`config.mk`:
```
export PLATFORM = sky130hd
export DESIGN_NAME = vector_sequencer
export DESIGN_NICKNAME = d
export VERILOG_FILES = /design/src/rtl/vector_sequencer.sv
export SDC_FILE = /design/constraint.sdc
export NUM_CORES = 1
export LEC_CHECK = 0
export CAP_MARGIN = 20
export CORE_MARGIN = 2
export CORE_UTILIZATION = 45
export DETAILED_ROUTE_END_ITERATION = 16
export PLACE_DENSITY = 0.81
export SYNTH_ARGS = -nofsm -noshare
export SYNTH_HDL_FRONTEND = slang
export SYNTH_SLANG_ARGS = --single-unit
```
`constraint.sdc`:
```
create_clock -name clk -period 2.9 [get_ports clk]
set_input_delay 0.435 -clock clk [delete_from_list [all_inputs] [get_ports clk]]
set_output_delay 0.435 -clock clk [all_outputs]
set_load 0.02 [all_outputs]
```
`src/rtl/vector_sequencer.sv`:
```
// Vector command sequencer feeding the X/Y poscounter pair: absolute loads, timed relative draws, halt.
// Optional beam-settle wait after an absolute load is enabled by defining VSEQ_SETTLE_EN.
module vector_sequencer #(
    parameter int TICK_DIV      = 4,
    parameter int SETTLE_CYCLES = 8
) (
    input  logic        clk,
    input  logic        reset,
    input  logic        cmd_valid,
    output logic        cmd_ready,
    input  logic [31:0] cmd_data,
    input  logic        restart,
    output logic [11:0] dvx,
    output logic [11:0] dvy,
    output logic        go,
    output logic        haltstrobe,
    output logic        timer0,
    output logic        busy,
    output logic        halted
);
    typedef enum logic [2:0] {
        ST_IDLE   = 3'd0,
        ST_LOAD   = 3'd1,
`ifdef VSEQ_SETTLE_EN
        ST_SETTLE = 3'd2,
`endif
        ST_DRAW   = 3'd3,
        ST_HALTED = 3'd4
    } state_t;

    localparam logic [1:0] OP_DRAW   = 2'b00;
    localparam logic [1:0] OP_CENTER = 2'b01;
    localparam logic [1:0] OP_HALT   = 2'b10;
    localparam logic [7:0] DIV_RELOAD = 8'(TICK_DIV - 1);

    // Empty marker scope appears in the elaborated hierarchy when a parameter is out of range.
    if (TICK_DIV < 1 || TICK_DIV > 255 || SETTLE_CYCLES < 1 || SETTLE_CYCLES > 255) begin : g_param_out_of_range
    end

    state_t      state_q, state_d;
    logic [11:0] dvx_q, dvx_d;
    logic [11:0] dvy_q, dvy_d;
    logic [7:0]  div_q, div_d;
    logic [6:0]  step_q, step_d;
    logic        go_q, go_d;
    logic        haltstrobe_q, haltstrobe_d;
    logic        timer0_q, timer0_d;
    logic        busy_q, busy_d;
    logic        halted_q, halted_d;
`ifdef VSEQ_SETTLE_EN
    localparam logic [7:0] SETTLE_RELOAD = 8'(SETTLE_CYCLES - 1);
    logic [7:0]  settle_q, settle_d;
`endif

    always_comb begin
        state_d = state_q;
        dvx_d   = dvx_q;
        dvy_d   = dvy_q;
        div_d   = div_q;
        step_d  = step_q;
`ifdef VSEQ_SETTLE_EN
        settle_d = settle_q;
`endif
        case (state_q)
            ST_IDLE: begin
                if (cmd_valid) begin
                    case (cmd_data[31:30])
                        OP_DRAW: begin
                            dvx_d   = cmd_data[29:18];
                            dvy_d   = cmd_data[17:6];
                            step_d  = {1'b0, cmd_data[5:0]} + 7'd1;
                            div_d   = DIV_RELOAD;
                            state_d = ST_DRAW;
                        end
                        OP_CENTER: begin
                            dvx_d   = cmd_data[29:18];
                            dvy_d   = cmd_data[17:6];
                            state_d = ST_LOAD;
                        end
                        OP_HALT: state_d = ST_HALTED;
                        default: ;
                    endcase
                end
            end
            ST_LOAD: begin
`ifdef VSEQ_SETTLE_EN
                settle_d = SETTLE_RELOAD;
                state_d  = ST_SETTLE;
`else
                state_d = ST_IDLE;
`endif
            end
`ifdef VSEQ_SETTLE_EN
            ST_SETTLE: begin
                if (settle_q == 8'd0) begin
                    state_d = ST_IDLE;
                end else begin
                    settle_d = settle_q - 8'd1;
                end
            end
`endif
            ST_DRAW: begin
                // A divider value of zero is the tick cycle; the final tick also ends the draw.
                if (div_q == 8'd0) begin
                    step_d = step_q - 7'd1;
                    div_d  = DIV_RELOAD;
                    if (step_d == 7'd0) begin
                        div_d   = 8'd0;
                        state_d = ST_IDLE;
                    end
                end else begin
                    div_d = div_q - 8'd1;
                end
            end
            ST_HALTED: begin
                if (restart) begin
                    state_d = ST_IDLE;
                end
            end
            default: state_d = ST_IDLE;
        endcase

        // Strobes are registered from the next state so they align with the cycle they describe.
        go_d         = (state_d == ST_DRAW);
        timer0_d     = (state_d == ST_DRAW) && (div_d == 8'd0);
        haltstrobe_d = (state_d == ST_LOAD);
        busy_d       = (state_d != ST_IDLE);
        halted_d     = (state_d == ST_HALTED);
    end

    always_ff @(posedge clk) begin
        if (reset) begin
            state_q      <= ST_IDLE;
            dvx_q        <= 12'd0;
            dvy_q        <= 12'd0;
            div_q        <= 8'd0;
            step_q       <= 7'd0;
            go_q         <= 1'b0;
            haltstrobe_q <= 1'b0;
            timer0_q     <= 1'b0;
            busy_q       <= 1'b0;
            halted_q     <= 1'b0;
`ifdef VSEQ_SETTLE_EN
            settle_q     <= 8'd0;
`endif
        end else begin
            state_q      <= state_d;
            dvx_q        <= dvx_d;
            dvy_q        <= dvy_d;
            div_q        <= div_d;
            step_q       <= step_d;
            go_q         <= go_d;
            haltstrobe_q <= haltstrobe_d;
            timer0_q     <= timer0_d;
            busy_q       <= busy_d;
            halted_q     <= halted_d;
`ifdef VSEQ_SETTLE_EN
            settle_q     <= settle_d;
`endif
        end
    end

    assign cmd_ready  = (state_q == ST_IDLE);
    assign dvx        = dvx_q;
    assign dvy        = dvy_q;
    assign go         = go_q;
    assign haltstrobe = haltstrobe_q;
    assign timer0     = timer0_q;
    assign busy       = busy_q;
    assign halted     = halted_q;

endmodule

```
After elaboration in Yosys (flattened, before gate mapping)
Cells that the tools add are included.
{"block": "word_totals", "ff_bits": 47, "latch_bits": 0, "ram_bits": 0, "rom_bits": 0, "n_memories": 0}
{"block": "op_classes", "n_addsub": 3, "mul": 0, "n_div": 0, "n_lt_le_gt_ge": 0, "eq_ne": 10, "n_shift": 0, "mux": 15, "n_bitwise": 0, "n_reduce_logical": 11}
{"op": "8-bit 2-to-1 mux", "count": 3}
{"op": "7-bit 2-to-1 mux", "count": 3}
{"op": "3-bit one-hot mux with 3 select lines", "count": 2}
{"op": "8-bit zero test", "count": 2}
{"op": "8-bit one-hot mux with 2 select lines", "count": 1}
{"op": "7-bit one-hot mux with 2 select lines", "count": 1}
{"op": "3-bit 2-to-1 mux", "count": 4}
{"op": "8-bit by 1-bit subtractor with 8-bit output, second input constant", "count": 1}
{"op": "6-bit by 1-bit adder with 7-bit output, second input constant", "count": 1}
{"op": "7-bit zero test", "count": 1}
{"op": "7-bit by 1-bit subtractor with 7-bit output, second input constant", "count": 1}
{"op": "3-bit by 2-bit equality test with 1-bit output, second input constant", "count": 2}
{"op": "3-bit equality test, second input constant", "count": 2}
{"op": "2-bit inequality test, second input constant", "count": 2}
{"op": "4-bit AND reduction", "count": 1}
{"op": "3-bit by 1-bit equality test with 1-bit output, second input constant", "count": 1}
{"op": "3-bit zero test", "count": 1}
{"op": "3-bit AND reduction", "count": 1}
{"op": "3-bit nonzero test", "count": 1}
{"op": "2-bit by 1-bit equality test with 1-bit output, second input constant", "count": 1}
{"op": "2-bit equality test, second input constant", "count": 1}
{"op": "2-bit zero test", "count": 1}
{"op": "2-bit 2-to-1 mux", "count": 1}
{"op": "2-bit by 1-bit inequality test with 1-bit output, second input constant", "count": 1}
{"op": "3 further kinds", "count": 3}

Logic depth before layout (Yosys ltp)
{"block": "depth", "word_depth": 7, "depth_mapped": 9, "ltp_nobuf": 8}

Worst setup path after synthesis
Ideal clock, no wire load.
{"block": "synth_timing", "path_type": "reg2reg", "startpoint": "register div_q[0]", "endpoint": "register timer0_q, in the netlist timer0", "setup_ps": 103, "arrival_time_ps": 1898, "t_required_ps": 2797, "setup_slack_ps": 898, "stages_incl_launch_ff": 9, "n_path_buf": 0, "path_cell_list": "dfxtp_1 inv_1 ha_1 nor3b_4 nand2_2 or3_4 o21ai_4 o21ai_1 a2111oi_2"}
{"block": "synth_via", "elab_chain_cells": 5}
{"item": "start, declared", "line_no": "43", "source": "logic [7:0] div_q, div_d;"}
{"item": "start signal, assigned", "line_no": "150", "source": "div_q <= div_d;"}
{"item": "8-bit by 1-bit subtractor with 8-bit output, or another cell as far along", "line_no": "112", "source": "div_d = div_q - 8'd1;"}
{"item": "8-bit 2-to-1 mux, or another cell as far along", "line_no": "104", "source": "if (div_q == 8'd0) begin"}
{"item": "8-bit one-hot mux with 2 select lines or 3-bit one-hot mux with 3 select lines (tied branches)", "line_no": "64", "source": "case (state_q)"}
{"item": "8-bit zero test or 3-bit by 2-bit equality test with 1-bit output (tied branches)", "line_no": "125", "source": "timer0_d = (state_d == ST_DRAW) && (div_d == 8'd0);"}
{"item": "1-bit logical AND (*)", "line_no": "125"}
{"item": "end signal, assigned", "line_no": "154", "source": "timer0_q <= timer0_d;"}
{"item": "end, declared", "line_no": "47", "source": "logic timer0_q, timer0_d;"}
Mark *: on every way between the ends. The rest lies on a longest branch, timed or not.
A chain may end at the register's enable or synchronous reset.

Worst setup path after layout
{"block": "layout_timing", "startpoint": "register state_q[0]", "endpoint": "register step_q[2]"}
{"block": "layout_via", "elab_chain_cells": 3}
{"item": "start, declared", "line_no": "40", "source": "state_t state_q, state_d;"}
{"item": "start signal, assigned", "line_no": "147", "source": "state_q <= state_d;"}
{"item": "3-bit by 2-bit equality test with 1-bit output or 3-bit zero test (tied branches)", "line_no": "64"}
{"item": "2-bit inequality test (no line), or another cell as far along"}
{"item": "4-bit AND reduction (no line)"}
{"item": "end signal, assigned", "line_no": "151", "source": "step_q <= step_d;"}
{"item": "end, declared", "line_no": "44", "source": "logic [6:0] step_q, step_d;"}
Parallel ways exist; a longest one is shown, timed or not.

==> flow_summary.yaml <==
timing:
  setup_viol: 0
  worst_pin_slew_ps: 638
  setup_tns_ps: 0
  fin_worst_skew_ps: 4.30
  slew_headroom_pct: 57.4
  rsz0062_at_grt: "false"
  final.period_utilization_pct: 81.3
  period_minus_slack_ps: 2360
  worst_hold_slack_ps: 456
  fin_ws_ps: 541
  finalHoldViolCount: 0
  slew_viol_final: 0
  max_freq_mhz: 424
finish:
  fillers: 414
  post_route_cells_drive_above_1_share_pct: 7.21
  antennaDiodeCount: 0
  fin_area_sq_um: 3020
  final_util_pct: 63.9
  nets: 373
  area_delta_synth_final_pct: 37.6
  stdcell_count: 400
logic_synthesis:
  synth_top_area_share_pct: 42.8
  synthFlopType: "dfxtp_1"
  yosysWarningCount: 0
  async_flop_share_pct: 0
  syn_inst: 270
  syn_area_sq_um: 2200
  ys_seq_area_share_pct: 42.8
  synth_cell_types: 47
  ys_seq_elements: 47
  synth_area_leaders: "dfxtp_1, nand2_1, a21oi_1, nor2_1, ha_1"
  synth.net_count: 310
  synth_edf_count: 0
  synth_most_common_cell: "nand2_1"
  syn_avg_cell_area_sq_um: 8.13
  yosys-top-cells-count: "nand2_1, dfxtp_1, a21oi_1, nor2_1, clkbuf_1"
  yosysTopAreaCell: "dfxtp_1"
cts:
  cts-resized-gates: 0
  cts_sinks: 47
  clk_latency_ps: 300
  cts.clk_slew.worst_paths_ps: 80
  clockBufferDepth: 2
  cts_max_level: 2
  cts_setup_buffers: 0
  numCtsBuffers: 5
  cts_hold_buffers: 0
  tritoncts: "done"
  cts-root-buf: "clkbuf_8"
drt:
  drtIter0Drc: 102
  ant_nets: 0
  drc_errors: 0
  vias: 2096
  post_drt_wl_per_cell_microns: 13.3
  drt_pass1_iterations: 4
  routed_wl_microns: 5310
  vias_per_cell: 5.24
status:
  outcome: "finished clean"
min_path:
  min_path_type: "flip-flop to flip-flop"
  hp-start: "dvx[8]"
grt:
  top_usage_layer: "met2"
  grtUsageMet3_pct: 3.16
  use_met1_pct: 23.8
  grt_util_met2_pct: 33.3
  grt_usage_pct: 19.8
  grt_first_pass_wirelength_microns: 8560
  grt_pass1_vias: 1974
  antenna_found_initial: 0
  grt_max_degree: 48
  grt-ovfl-total: 0
flow_run:
  drv_cap: 0
placed_design:
  dp_cells: 393
  dpl_worst_slack_ps: 377
  place_congestion: 0.891
  hpwl_microns: 3730
  io_buffer_count: 65
  placed_area_sq_um: 2910
floorplanning:
  initial_core_util_pct: 46.5
  die_w_microns: 73.9
  rows: 25
  dieArea_sq_um: 5450
  io_pins: 66
  core_area_sq_um: 4720
  die_height_microns: 73.9
pwr:
  p_leak_nw: 1.08
  power_density_nw_per_um2: 467
  peakVddDrop_mv: 0.330
  power_mw: 1.41
critical_path:
  r2r-start: "state_q[0]"
  cp.arrival_ps: 2540
  cp-end-kind: "flip-flop"
  cp.required_ps: 3080
  cp-startpoint: "state_q[0]"
  cp-start-kind: "flip-flop"
  worstPathMaxFanout: 15
  path_class: "flip-flop to flip-flop"
==> path summary, 6_finish.rpt <==
path	end	slack (ps)	cells after the start
setup / recovery	step_q[2]	540	6
hold / removal	dvx[8]	460	2
setup reg to reg	step_q[2]	540	6
hold reg to reg	dvx[8]	460	2
==> metal layers <==
| layer | up-vias | wire length, microns |
|---|---|---|
| li1 | 1064 | - |
| met1 | 968 | 2280 |
| met2 | 53 | 2710 |
| met3 | 11 | 183 |
| met4 | 0 | 138 |
| met5 | - | 0 |
==> kinds of logic after synthesis <==
kind of cell	Yosys count	synth area share (%)
xor+xnor	6	2.39
buf+inv	22	3.82
compound gates	70	20.4
simple gates	121	28.3
fa+ha+maj	4	2.28
flops	47	42.8
==> layout by cell type (no fill, tap or decap), types with 3 or more instances in the layout <==
cell type         n
ha_1              4
clkbuf_8          5
buf_4             5
o22ai_1           3
nand3b_1          3
inv_1             8
a211oi_1          3
a21oi_1          36
nand2_1          62
nor3_1            7
clkdlybuf4s50_1  65
xor2_1            4
o21ai_0           8
a31oi_1           4
nand3_1           6
nor2_1           20
dfxtp_1          47
==> report_power, final <==
| group | switching (mW) | internal, mW |
|---|---|---|
| registers | 0.0196 | 0.671 |
| logic | 0.124 | 0.126 |
| clock network | 0.218 | 0.252 |
==> flip-flops by register name (all words and copies together) (netlist names) <==
signal      flops
timer0          1
dvx            12
go              1
halted          1
busy            1
haltstrobe      1
div_q           8
dvy            12
step_q          7
state_q         3
==> critical path, cell delays in order (launching register included) <==
cell and delay [ps]:
dfxtp_1 490, and3b_1 620, a21oi_1 240, nor2_1 470, o21ai_0 190, a22oi_1 170, nor2_1 50
==> cell type report <==
cell class / instances / area [sq um] / area share, %
Sequential cell: 47 / 941 / 31.2
Clock buffer: 5 / 68.8 / 2.28
Tap cell: 67 / 83.8 / 2.78
Inverter: 8 / 30.0 / 0.994
Multi-Input combinational cell: 201 / 1170 / 38.8
Timing Repair Buffer: 70 / 688 / 22.8
Clock inverter: 2 / 37.5 / 1.24
Note: power is estimated with default switching activity, not from simulation.
==> RTL edit, RTL diff (config.mk and constraints unchanged) <==
Add a define of `VSEQ_SETTLE_EN`.
--- a/src/rtl/vector_sequencer.sv
+++ b/src/rtl/vector_sequencer.sv
@@ -1,5 +1,7 @@
 // Vector command sequencer feeding the X/Y poscounter pair: absolute loads, timed relative draws, halt.
 // Optional beam-settle wait after an absolute load is enabled by defining VSEQ_SETTLE_EN.
+`define VSEQ_SETTLE_EN
+
 module vector_sequencer #(
     parameter int TICK_DIV      = 4,
     parameter int SETTLE_CYCLES = 8
Behaviour: not the same (a bounded check fails within 4 cycles, from zero or initial values and one cycle with reset high).
==> RTL edit against the original RTL <==
Setup slack improved by 0.0038 ns; maximum frequency rose by 0.16%; cell area rose by 17%; final cell count rose by 18%; first-iteration DRC count rose to 2.6 times the old value; global-route usage rose by 0.43 points; power rose by 35%; sequential cell count rose by 8; wire length rose by 24%; die area rose by 24%; clock skew rose by 0.0048 ns; via count rose by 24%; synthesized area rose by 26%; largest power group unchanged; highest routed layer unchanged.
==> RTL edit: results (changes against the original RTL) <==
ys async rst share=0% (unchanged); Routed Wire Length=6.58 mm (was 5.31 mm); CP Max Fanout=16 (was 15); Worst Tran Pin Value=0.931 ns (was 0.638 ns); first-pass GRT wire length=10.7 mm (was 8.56 mm); post-synth cell types=57 (was 47); share of layout cells above drive strength 1=7.32% (was 7.21%); gp weighted congestion=0.798 (was 0.891); Synth top cells by count=nand2_1 (67), dfxtp_1 (55), a21oi_1 (46) (was nand2_1 (62), dfxtp_1 (47), a21oi_1 (36)); Area after DPL=3440 um2 (was 2910 um2); Worst Path Arrival=1.92 ns (was 2.54 ns); Clock Skews=0.00912 ns (was 0.00430 ns); FF-to-FF setup slack=0.64 ns (was 0.54 ns); maximum vdd drop=230 uV (was 330 uV); Area contributors post-synth=dfxtp_1 (40%), nand2_1 (9.1%), a21oi_1 (8.3%) (was dfxtp_1 (43%), nand2_1 (11%), a21oi_1 (8.2%)); synthesized area=2770 um2 (was 2200 um2); GRT Overall Usage=20.2% (was 19.8%); vias in the first global route=2332 (was 1974); Vias=2603 (was 2096); Root Buffer=clkbuf_8 (unchanged); status=finished, final reports clean (unchanged); DR pass1 iterations=7 (was 4); Critical Path Max Stage Delay=0.68 ns (was 0.62 ns); Fillers=553 (was 414); DP Wirelength=4.72 mm (was 3.73 mm); clock-pin slew on the worst setup and hold paths=0.10 ns (was 0.08 ns); syn nets=381 (was 310); Crit-path slowest cell=clkdlybuf4s50_1 (was and3b_1); CP top delay family=buffers and inverters (was simple AND/OR/NAND/NOR gates); Hold WS=0.459 ns (was 0.456 ns); leakage=1.27 nW (was 1.08 nW); largest net degree at the start of global routing=52 (was 48); final net count=437 (was 373); Clock Latency Late Sink=0.32 ns (was 0.30 ns); register area share after synthesis=39.8% (was 42.8%); DR iter-0 viols=270 (was 102); final core occ=59.8% (was 63.9%)
[RTL edit: routing by layer]
metal / routed length, um / GRT usage, % / vias to the layer above
li1: - / - / 1307
met1: 3000 / 26.7 / 1196
met2: 3010 / 31.9 / 90
met3: 460 / 4.57 / 10
met4: 104 / 8.00 / 0
met5: 0 / 0 / -
[RTL edit: kinds of logic (layout without fill, tap and decap cells)]
kind of cell / after synthesis / in the layout / share of synthesized area [%]
AND/OR/NAND/NOR: 142 / 142 / 26.2
XOR/XNOR: 13 / 13 / 4.12
flip-flops: 55 / 55 / 39.8
adder cells (fa/ha/maj): 6 / 6 / 2.71
buffers and inverters: 31 / 88 / 4.84
AO/OA/AOI/OAI: 89 / 89 / 21.1
multiplexers: 3 / 3 / 1.18
[RTL edit: final cells by class]
type,instances,area share [%]
inverter,11,1.17
clock inverter,3,0.778
sequential,55,31.1
tap,75,2.65
clock buffer,5,1.94
timing repair buffer,69,19.1
multi-input combinational,253,43.2
[RTL edit: report_power, final]
group	internal, mW	leakage (nW)	switching, mW	total, mW
clock	0.179	0.0467	0.272	0.451
combinational	0.263	0.773	0.295	0.558
sequential	0.818	0.448	0.0760	0.894
[RTL edit: path summary, 6_finish.rpt]
path | startpoint | end | cells past startpoint
setup / recovery | state_q[0] | cmd_ready | 2
hold reg to reg | dvy[1] | dvy[1] | 2
setup reg to reg | step_q[0] | state_q[1] | 7
hold / removal | dvy[1] | dvy[1] | 2
[RTL edit: stage by stage]
| step | setup slack (ns) | std cells |
|---|---|---|
| after floorplan | 0.877 | 339 |
| after global placement | 0.732 | 463 |
| after detailed placement | 0.670 | 463 |
| after CTS | 0.540 | 471 |
| after global routing | 0.442 | 471 |
| final | 0.545 | 471 |
[RTL edit: worst register-to-register path: cells and delay by family (launching register included)]
| family | cells | cell delay [ns] |
|---|---|---|
| AOI/OAI and AO/OA | 5 | 1.25 |
| DFF | 1 | 0.46 |
| adders and majority gates | 1 | 0.30 |
| buffers and inverters | 1 | 0.10 |
